==> src/rtl/load_store_pipe.sv <==
// rtl/load_store_pipe.sv - in-order load/store issue pipe with port decode, in-order load return and writeback FIFO
// Optional feature macro LS_LOAD_FORWARD_EN: last acked load replaces store data when in_fwd=1.
module load_store_pipe #(
  parameter int XLEN         = 32,
  parameter int NUM_PORTS    = 3,
  parameter int IN_DEPTH     = 4,
  parameter int MAX_INFLIGHT = 4,
  parameter int OUT_DEPTH    = 2,
  parameter logic [NUM_PORTS-1:0][XLEN-1:0] PORT_BASE =
    {XLEN'(32'h2000_0000), XLEN'(32'h1000_0000), XLEN'(32'h8000_0000)},
  parameter logic [NUM_PORTS-1:0][XLEN-1:0] PORT_MASK =
    {XLEN'(32'hF000_0000), XLEN'(32'hF000_0000), XLEN'(32'hF000_0000)}
) (
  input  logic                      clk,
  input  logic                      rst,
  input  logic                      in_valid,
  output logic                      in_ready,
  input  logic                      in_load,
  input  logic                      in_store,
  input  logic                      in_fwd,
  input  logic [2:0]                in_fn3,
  input  logic [XLEN-1:0]           in_addr,
  input  logic [XLEN-1:0]           in_wdata,
  output logic [NUM_PORTS-1:0]      p_req_valid,
  input  logic [NUM_PORTS-1:0]      p_req_ready,
  output logic [XLEN-1:0]           p_addr,
  output logic [XLEN-1:0]           p_wdata,
  output logic [XLEN/8-1:0]         p_be,
  output logic                      p_rnw,
  input  logic [NUM_PORTS-1:0]      p_resp_valid,
  input  logic [NUM_PORTS*XLEN-1:0] p_resp_data,
  output logic [NUM_PORTS-1:0]      p_resp_ack,
  output logic                      wb_valid,
  output logic [XLEN-1:0]           wb_data,
  input  logic                      wb_accept,
  output logic                      exc_valid,
  output logic                      exc_misaligned,
  output logic [XLEN-1:0]           exc_addr
);

  localparam int NB   = XLEN / 8;
  localparam int OFFW = $clog2(NB);
  localparam int PW   = (NUM_PORTS > 1) ? $clog2(NUM_PORTS) : 1;
  localparam int IAW  = (IN_DEPTH > 1) ? $clog2(IN_DEPTH) : 1;
  localparam int AAW  = (MAX_INFLIGHT > 1) ? $clog2(MAX_INFLIGHT) : 1;
  localparam int OAW  = (OUT_DEPTH > 1) ? $clog2(OUT_DEPTH) : 1;
  localparam int ICW  = $clog2(IN_DEPTH + 1);
  localparam int ACW  = $clog2(MAX_INFLIGHT + 1);
  localparam int OCW  = $clog2(OUT_DEPTH + 1);

  logic [XLEN-1:0] iq_addr_q  [IN_DEPTH];
  logic [XLEN-1:0] iq_wdata_q [IN_DEPTH];
  logic [2:0]      iq_fn3_q   [IN_DEPTH];
  logic            iq_load_q  [IN_DEPTH];
  logic [IAW-1:0]  iq_wr_q, iq_wr_d, iq_rd_q, iq_rd_d;
  logic [ICW-1:0]  iq_cnt_q, iq_cnt_d;

  logic [PW-1:0]   aq_port_q [MAX_INFLIGHT];
  logic [2:0]      aq_fn3_q  [MAX_INFLIGHT];
  logic [OFFW-1:0] aq_off_q  [MAX_INFLIGHT];
  logic [AAW-1:0]  aq_wr_q, aq_wr_d, aq_rd_q, aq_rd_d;
  logic [ACW-1:0]  aq_cnt_q, aq_cnt_d;

  logic [XLEN-1:0] oq_q [OUT_DEPTH];
  logic [OAW-1:0]  oq_wr_q, oq_wr_d, oq_rd_q, oq_rd_d;
  logic [OCW-1:0]  oq_cnt_q, oq_cnt_d;

  logic [ACW-1:0]  inflight_q, inflight_d;

  logic            iq_full, iq_push, iq_pop;
  logic            h_valid, h_load, h_fwd, hit, mis, fault, sel_ready, fwd_wait;
  logic [2:0]      h_fn3;
  logic [XLEN-1:0] h_addr, h_wdata, st_src, st_wd;
  logic [OFFW-1:0] h_off;
  logic [PW-1:0]   h_port;
  logic [NB-1:0]   st_be;
  logic            issue, ld_issue;
  logic            a_valid, wb_full, ack_any, wb_pop;
  logic [XLEN-1:0] rdata, sh, ld_val;

  // Head of the request FIFO
  assign iq_full = (iq_cnt_q == ICW'(IN_DEPTH));
  assign in_ready = rst & ~iq_full;
  assign iq_push  = in_valid & in_ready & (in_load | in_store);
  assign h_valid  = (iq_cnt_q != '0);
  assign h_addr   = iq_addr_q[iq_rd_q];
  assign h_wdata  = iq_wdata_q[iq_rd_q];
  assign h_fn3    = iq_fn3_q[iq_rd_q];
  assign h_load   = iq_load_q[iq_rd_q];
  assign h_off    = h_addr[OFFW-1:0];

`ifdef LS_LOAD_FORWARD_EN
  logic            iq_fwd_q [IN_DEPTH];
  logic [XLEN-1:0] ll_q;

  always_ff @(posedge clk) begin
    if (iq_push) iq_fwd_q[iq_wr_q] <= in_fwd;
  end

  always_ff @(posedge clk or negedge rst) begin
    if (!rst)         ll_q <= '0;
    else if (ack_any) ll_q <= ld_val;
  end

  assign h_fwd    = iq_fwd_q[iq_rd_q] & ~h_load;
  assign fwd_wait = h_fwd & (inflight_q != '0);
  assign st_src   = h_fwd ? ll_q : h_wdata;
`else
  logic unused_fwd;
  assign unused_fwd = in_fwd;
  assign h_fwd      = 1'b0;
  assign fwd_wait   = 1'b0;
  assign st_src     = h_wdata;
`endif

  // Lowest-numbered matching port wins; scan from the top so lower indices overwrite
  always_comb begin
    hit       = 1'b0;
    h_port    = '0;
    sel_ready = 1'b0;
    for (int i = NUM_PORTS - 1; i >= 0; i--) begin
      if ((h_addr & PORT_MASK[i]) == PORT_BASE[i]) begin
        hit    = 1'b1;
        h_port = PW'(i);
      end
    end
    for (int i = 0; i < NUM_PORTS; i++) begin
      if (h_port == PW'(i)) sel_ready = p_req_ready[i];
    end
  end

  always_comb begin
    mis = 1'b0;
    case (h_fn3[1:0])
      2'b01:   mis = h_addr[0];
      2'b10:   mis = (h_addr[1:0] != 2'b00);
      2'b11:   mis = (XLEN == 64) ? (h_addr[2:0] != 3'b000) : (h_addr[1:0] != 2'b00);
      default: mis = 1'b0;
    endcase
  end

  assign fault    = mis | ~hit;
  assign issue    = h_valid & ~fault & sel_ready &
                    (h_load ? (inflight_q < ACW'(MAX_INFLIGHT)) : ~fwd_wait);
  assign ld_issue = issue & h_load;
  assign exc_valid      = h_valid & fault & (inflight_q == '0);
  assign exc_misaligned = mis;
  assign exc_addr       = h_addr;
  assign iq_pop   = issue | exc_valid;

  always_comb begin
    st_be = '1;
    st_wd = st_src;
    case (h_fn3[1:0])
      2'b00: begin
        st_be = NB'(1) << h_off;
        st_wd = {NB{st_src[7:0]}};
      end
      2'b01: begin
        st_be = NB'(3) << h_off;
        st_wd = {(NB/2){st_src[15:0]}};
      end
      2'b10: begin
        st_be = NB'(15) << h_off;
        st_wd = {(NB/4){st_src[31:0]}};
      end
      default: begin
        st_be = '1;
        st_wd = st_src;
      end
    endcase
  end

  always_comb begin
    p_req_valid = '0;
    for (int i = 0; i < NUM_PORTS; i++) begin
      p_req_valid[i] = issue & (h_port == PW'(i));
    end
  end

  assign p_addr  = h_addr;
  assign p_rnw   = h_load;
  assign p_be    = h_load ? '0 : st_be;
  assign p_wdata = st_wd;

  // Responses are only taken from the port the oldest outstanding load went to
  assign a_valid = (aq_cnt_q != '0);
  assign wb_full = (oq_cnt_q == OCW'(OUT_DEPTH));

  always_comb begin
    p_resp_ack = '0;
    rdata      = '0;
    for (int i = 0; i < NUM_PORTS; i++) begin
      p_resp_ack[i] = a_valid & ~wb_full & p_resp_valid[i] & (aq_port_q[aq_rd_q] == PW'(i));
      if (aq_port_q[aq_rd_q] == PW'(i)) rdata = p_resp_data[i*XLEN +: XLEN];
    end
  end

  assign ack_any = |p_resp_ack;
  assign sh      = rdata >> {aq_off_q[aq_rd_q], 3'b000};

  always_comb begin
    ld_val = sh;
    case (aq_fn3_q[aq_rd_q])
      3'b000:  ld_val = XLEN'($signed(sh[7:0]));
      3'b001:  ld_val = XLEN'($signed(sh[15:0]));
      3'b010:  ld_val = XLEN'($signed(sh[31:0]));
      3'b100:  ld_val = XLEN'(sh[7:0]);
      3'b101:  ld_val = XLEN'(sh[15:0]);
      3'b110:  ld_val = XLEN'(sh[31:0]);
      default: ld_val = sh;
    endcase
  end

  assign wb_valid = (oq_cnt_q != '0);
  assign wb_data  = oq_q[oq_rd_q];
  assign wb_pop   = wb_valid & wb_accept;

  always_comb begin
    iq_wr_d  = iq_push ? ((iq_wr_q == IAW'(IN_DEPTH - 1)) ? '0 : iq_wr_q + IAW'(1)) : iq_wr_q;
    iq_rd_d  = iq_pop ? ((iq_rd_q == IAW'(IN_DEPTH - 1)) ? '0 : iq_rd_q + IAW'(1)) : iq_rd_q;
    iq_cnt_d = iq_cnt_q + ICW'(iq_push) - ICW'(iq_pop);
    aq_wr_d  = ld_issue ? ((aq_wr_q == AAW'(MAX_INFLIGHT - 1)) ? '0 : aq_wr_q + AAW'(1)) : aq_wr_q;
    aq_rd_d  = ack_any ? ((aq_rd_q == AAW'(MAX_INFLIGHT - 1)) ? '0 : aq_rd_q + AAW'(1)) : aq_rd_q;
    aq_cnt_d = aq_cnt_q + ACW'(ld_issue) - ACW'(ack_any);
    oq_wr_d  = ack_any ? ((oq_wr_q == OAW'(OUT_DEPTH - 1)) ? '0 : oq_wr_q + OAW'(1)) : oq_wr_q;
    oq_rd_d  = wb_pop ? ((oq_rd_q == OAW'(OUT_DEPTH - 1)) ? '0 : oq_rd_q + OAW'(1)) : oq_rd_q;
    oq_cnt_d = oq_cnt_q + OCW'(ack_any) - OCW'(wb_pop);
    case ({ld_issue, wb_pop})
      2'b10:   inflight_d = inflight_q + ACW'(1);
      2'b01:   inflight_d = inflight_q - ACW'(1);
      default: inflight_d = inflight_q;
    endcase
  end

  always_ff @(posedge clk or negedge rst) begin
    if (!rst) begin
      iq_wr_q    <= '0;
      iq_rd_q    <= '0;
      iq_cnt_q   <= '0;
      aq_wr_q    <= '0;
      aq_rd_q    <= '0;
      aq_cnt_q   <= '0;
      oq_wr_q    <= '0;
      oq_rd_q    <= '0;
      oq_cnt_q   <= '0;
      inflight_q <= '0;
    end else begin
      iq_wr_q    <= iq_wr_d;
      iq_rd_q    <= iq_rd_d;
      iq_cnt_q   <= iq_cnt_d;
      aq_wr_q    <= aq_wr_d;
      aq_rd_q    <= aq_rd_d;
      aq_cnt_q   <= aq_cnt_d;
      oq_wr_q    <= oq_wr_d;
      oq_rd_q    <= oq_rd_d;
      oq_cnt_q   <= oq_cnt_d;
      inflight_q <= inflight_d;
    end
  end

  // Payload storage needs no reset: occupancy counters gate every read
  always_ff @(posedge clk) begin
    if (iq_push) begin
      iq_addr_q[iq_wr_q]  <= in_addr;
      iq_wdata_q[iq_wr_q] <= in_wdata;
      iq_fn3_q[iq_wr_q]   <= in_fn3;
      iq_load_q[iq_wr_q]  <= in_load;
    end
    if (ld_issue) begin
      aq_port_q[aq_wr_q] <= h_port;
      aq_fn3_q[aq_wr_q]  <= h_fn3;
      aq_off_q[aq_wr_q]  <= h_off;
    end
    if (ack_any) oq_q[oq_wr_q] <= ld_val;
  end

endmodule

==> config.mk <==
export PLATFORM = sky130hd
export DESIGN_NAME = load_store_pipe
export DESIGN_NICKNAME = d
export VERILOG_FILES = /design/src/rtl/load_store_pipe.sv
export SDC_FILE = /design/constraint.sdc
export NUM_CORES = 1
export LEC_CHECK = 0
export ABC_AREA = 1
export BUFFER_PORTS_ARGS = -buffer_cell sky130_fd_sc_hd__buf_2
export CORE_MARGIN = 10
export CORE_UTILIZATION = 45
export DETAILED_ROUTE_END_ITERATION = 10
export PLACE_DENSITY = 0.68
export SYNTH_ARGS = -nofsm -noshare
export SYNTH_HDL_FRONTEND = slang
export SYNTH_SLANG_ARGS = --single-unit
==> constraint.sdc <==
create_clock -name clk -period 9 [get_ports clk]
set_clock_uncertainty 0.15 [all_clocks]
set_input_delay 0.9 -clock clk [delete_from_list [all_inputs] [get_ports clk]]
set_output_delay 0.9 -clock clk [all_outputs]
set_load 0.03 [all_outputs]
== After elaboration in Yosys (flattened, before gate mapping) ==
Memories as Yosys holds them, arrays and structs flattened.
Cells that the tools add are included.

* Bits in registers: 21
* Latch bits: 0
* RAM bits: 364
* ROM bits: 0
* Input bits: 176
* Output and inout port bits: 143
* Logic and storage cells: 128
* Memories kept: 8

{| class="wikitable"
|+ Memories
! memory !! depth !! bits a word !! read ports !! clocked after memory_dff !! wr ports !! RTL line !! RTL
|-
| iq_addr_q || 4 || 32 || 1 || 0 || 1 || 51 || <nowiki>logic [XLEN-1:0] iq_addr_q [IN_DEPTH];</nowiki>
|-
| iq_wdata_q || 4 || 32 || 1 || 0 || 1 || 52 || <nowiki>logic [XLEN-1:0] iq_wdata_q [IN_DEPTH];</nowiki>
|-
| oq_q || 2 || 32 || 1 || 0 || 1 || 64 || <nowiki>logic [XLEN-1:0] oq_q [OUT_DEPTH];</nowiki>
|-
| aq_fn3_q || 4 || 3 || 1 || 0 || 1 || 59 || <nowiki>logic [2:0] aq_fn3_q [MAX_INFLIGHT];</nowiki>
|-
| iq_fn3_q || 4 || 3 || 1 || 0 || 1 || 53 || <nowiki>logic [2:0] iq_fn3_q [IN_DEPTH];</nowiki>
|-
| aq_off_q || 4 || 2 || 1 || 0 || 1 || 60 || <nowiki>logic [OFFW-1:0] aq_off_q [MAX_INFLIGHT];</nowiki>
|-
| +2 memories || - || - || - || - || - || - ||
|}

* Add/subtract/negate cells: 14
* $mul: 0
* Div/mod/pow operators: 0
* Magnitude comparators: 1
* Eq/ne operators: 21
* Shifts and indexed selects: 4
* Multiplexer cells: 31
* Bitwise gates (word level): 27
* Reduce and logical (&&, ||, !) cells: 12

{| class="wikitable"
|+ Operators with widths
! cell !! count
|-
| $pmux W32 S4 || 1
|-
| $mux W32 || 3
|-
| $pmux W32 S2 || 1
|-
| $shr A32 B5 Y32 || 1
|-
| $and A1 B1 Y1 || 20
|-
| $eq A2 B2 Y1 const B || 10
|-
| $mux W1 || 15
|-
| $mux W2 || 7
|-
| $pmux W4 S3 || 1
|-
| $eq A3 B3 Y1 const B || 3
|-
| $add A2 B1 Y2 const B || 4
|-
| $eq A2 B1 Y1 const B || 4
|-
| $add A3 B1 Y3 || 2
|-
| $logic_not A2 Y1 || 3
|-
| $logic_not A3 Y1 || 2
|-
| $pmux W3 S2 || 1
|-
| $reduce_bool A2 Y1 || 3
|-
| $reduce_bool A3 Y1 || 2
|-
| $sub A3 B1 Y3 || 2
|-
| $eq A4 B1 Y1 const B || 1
|-
| $eq A4 B2 Y1 const B || 1
|-
| $eq A4 B4 Y1 const B || 1
|-
| $mux W4 || 1
|-
| $not A1 Y1 || 4
|-
| other kinds (14) || 17
|}

== Logic depth before layout (Yosys ltp) ==
An unclocked memory read counts as a cell.

* Word-level depth: 14
* Gate-level depth with buffers: 21
* Depth with buffers taken out: 17

== Worst setup path before layout ==
No wires, ideal clock.

* Kind: in2reg
* Start: in rst
* End: mem iq_addr_q[0][0] (enable)
* Arrival time: 4971 ps
* Slack: 3385 ps
* Stages: 5
* Path buffers: 0
* Cell sequence: a21boi_0 nand2_1 nor2_1 inv_1 nor2_1

* Longest elaborated chain between the ends: 5

{| class="wikitable"
|+ RTL lines
! item !! RTL line !! RTL
|-
| start, declared || 15 || <nowiki>input logic rst,</nowiki>
|-
| $and A1 B1 Y1 || 83 || <nowiki>assign in_ready = rst & ~iq_full;</nowiki>
|-
| $and A1 B1 Y1 (2 in a row) || 84 || <nowiki>assign iq_push = in_valid & in_ready & (in_load | in_store);</nowiki>
|-
| $mux W1 || 264 || <nowiki>if (iq_push) begin</nowiki>
|-
| $mux W1 (not written as such) || 265 || <nowiki>iq_addr_q[iq_wr_q] <= in_addr;</nowiki>
|-
| end, declared || 51 ||
|}

No other way between the ends.

== Worst setup path in the final report ==
* Start: reg iq_rd_q[0]
* End: out p_be[2]

* Longest elaborated chain between the ends: 4
* Elaborated cells between the ends (all ways): 11

{| class="wikitable"
|+ RTL lines
! item !! RTL line !! RTL
|-
| start, declared || 55 || <nowiki>logic [IAW-1:0] iq_wr_q, iq_wr_d, iq_rd_q, iq_rd_d;</nowiki>
|-
| start signal, assigned || 250 || <nowiki>iq_rd_q <= iq_rd_d;</nowiki>
|-
| $mem_v2 Z4 W32 or $mem_v2 Z4 W3 (tied branches) || - ||
|-
| $shl A4 B2 Y4, or another cell as far along || 164 || <nowiki>st_be = NB'(15) << h_off;</nowiki>
|-
| $pmux W4 S3 || 154 || <nowiki>case (h_fn3[1:0])</nowiki>
|-
| $mux W4 * || 183 || <nowiki>assign p_be = h_load ? '0 : st_be;</nowiki>
|-
| end, declared || 28 || <nowiki>output logic [XLEN/8-1:0] p_be,</nowiki>
|}

Mark *: on every way between the ends. The rest lies on a longest branch, timed or not.

==> out/metrics.csv <==
metric,value,unit
synth-edff-count,364,
cpLargestDelayFamily,buffers and inverters,
viasPerCell,5.29,
post-place-cells,2259,
wl_per_cell,19.5,µm
internal_power,4440,µW
place_worst_setup_slack,3600,ps
switching_share,0.476,
postRouteAntennaNets,0,
max_stage_delay,770,ps
netlist_top_cells_count,"nand2_1, edfxtp_1, o21ai_0",
finalNonFillerCells,2338,
status,"finished, final reports clean",
cts_tree,done,
ys.flop_type,edfxtp_1,
synth.top_cell.area_share,0.638,
hold_viol_final,0,
ctsLongestPathBuffers,3,
maxCapViolCount,0,
cp.required,7950,ps
dr.pass1.iters,5,
grt-ovfl-total,0,
worst_pin_slew,1100,ps
syn2layout_area_growth,17.4,%
port_buffers,317,
grt_antenna_before_repair,15,
synthArstFlopShare,0.0545,
p_leak,0.00818,µW
p_clk_frac,0.188,
synth.area.top_cells,"edfxtp_1, nand2_1, o21ai_0, dfrtp_1, nand3_1",
worstSetupStartpoint,iq_rd_q[0],
totalWireLength,45600,µm
drive_gt1_frac,0.232,
start_util,0.456,
critical_path_class,reg -> out,
p_comb_frac,0.509,
grt_max_degree,93,
n_fill_cell,3313,
htree_levels,2,
io-pin-count,319,
worstReg2RegStart,iq_rd_q[0],
clock_latency,550,ps
post_cts.repair.setup_buffers,0,
rsz0062_at_grt,false,
path_clk_slew,60,ps
tns,0,ps
ys_ff_latch,385,
yosysTopAreaCell,edfxtp_1,
clkSinkCount,385,
dr.first_iter.drc_count,1013,
drc,0,
numCtsBuffers,41,
cts_root_buf,clkbuf_16,
finalCritPeriodShare,0.637,
die_area,46300,µm²
slew_violations,0,
min_path_type,in -> async,
synth_cells,1534,
crit_buf_inv,5,
placementRows,71,
holdBufCountCts,0,
die_h,215,µm
grt_pass1_wl,70300,µm
setup_ws,3270,ps
syn_area_per_cell,11.2,µm²
nNetsFinal,1992,
max_freq,0.175,GHz
yosysUniqueCellTypes,42,
arrival,4680,ps
finalPower,8470,µW
start_kind,register,
slew_headroom,0.260,
vias,12400,
worstPathMaxFanout,86,
grtUsageTotal,0.190,
fin_crit,5730,ps
crit_chain,"inv_4, buf_4, nand2_1, nand3_1, nand2_1, buf_4, clkinv_1, ha_1, o21ai_0, a21oi_1, buf_2",
coreArea,37600,µm²
ys_warn_count,0,
fp.dieW,215,µm
ir_drop,0.391,mV
setup-violations-final,0,
grt_pass1_vias,12400,
ys_seq_area_frac,0.668,
seqPwrFrac,0.303,
p_sw,4030,µW
syn_area,17100,µm²
p_per_area,421,nW/µm²
place.gp.congestion,0.918,
syn_nets,1735,
yosysMostFrequentCell,nand2_1,
hpwl,30000,µm
ctsResizeCount,0,
end_kind,output port,
crit_path_top_delay_cell,dfrtp_4,
[through the flow]
stage	area, µm²	hold slack (ps)	util
3_3_place_gp	18800	331	0.501
3_5_place_dp	18800	344	0.501
5_1_grt	20100	182	0.535
6_report	20100	163	0.535
4_1_cts	20100	162	0.535
2_1_floorplan	17100	314	-
[flip-flops by register name, indices dropped and copies added, names as in the netlist]
name	count
aq_cnt_q	3
aq_fn3_q	12
aq_off_q	8
aq_port_q	8
aq_rd_q	2
aq_wr_q	2
inflight_q	3
iq_addr_q	128
iq_cnt_q	3
iq_fn3_q	12
iq_load_q	4
iq_rd_q	2
iq_wdata_q	128
iq_wr_q	2
oq_cnt_q	2
oq_q	64
oq_rd_q	1
oq_wr_q	1
[cell usage in the layout (no fill, tap or decap), types with 7 or more instances in the layout]
cell type    n
edfxtp_1   364
ha_1        22
clkbuf_1    14
buf_2      317
clkbuf_16   42
a221o_1      8
o211ai_1     8
dfrtp_1     19
o22ai_1     40
nand3_1     94
a21oi_1     45
inv_1       62
nor3_1       8
o21ai_0    108
nand2_1    427
nand4_1     24
a32o_1      10
nor2_1     103
xnor2_1      7
or2_2        8
buf_4       12
[logic make-up (layout without fill, tap and decap cells)]
group,count (synthesis),count (layout),synth area share
AO/OA/AOI/OAI,243,243,0.0857
AND/OR/NAND/NOR,687,687,0.168
other,0,5,0
XOR/XNOR,9,9,0.00460
flip-flops,385,385,0.668
buffers and inverters,185,473,0.0540
adder cells (fa/ha/maj),25,25,0.0196
[area by class of cell]
cell class	count	area, µm²	share of cell area
tap	511	639	0.0318
clock inverter	16	140	0.00697
antenna	5	12.5	0.000622
sequential	385	11500	0.570
inverter	70	268	0.0133
multi-input combinational	964	4790	0.238
timing repair buffer	329	1680	0.0833
clock buffer	58	1130	0.0562
[path summary, 6_finish.rpt]
kind,endpoint,slack [ps],cells after the start
hold reg to reg,inflight_q[0],360,1
hold / removal,iq_rd_q[0],160,1
setup reg to reg,aq_cnt_q[2],3600,19
max in group asynchronous,iq_rd_q[0],8160,1
setup / recovery,p_be[2],3270,11
min in group clk,inflight_q[0],360,1
[per-layer routing]
layer,track usage,vias to the layer above,part of all wire
li1,-,5901,-
met1,0.229,5879,0.41
met2,0.321,482,0.48
met3,0.0583,89,0.088
met4,0.0561,16,0.023
met5,0,-,0.0023
[power groups by stage]
stage | combinational [µW] | clock, µW | sequential [µW]
after global placement | 4270 | 0 | 2600
after floorplan | 3200 | 0 | 2550
after detailed placement | 4340 | 0 | 2610
final | 4310 | 1590 | 2570
after global routing | 4700 | 1700 | 2600
after CTS | 4350 | 1620 | 2570
No activity file was read; power rests on OpenSTA's default activity.
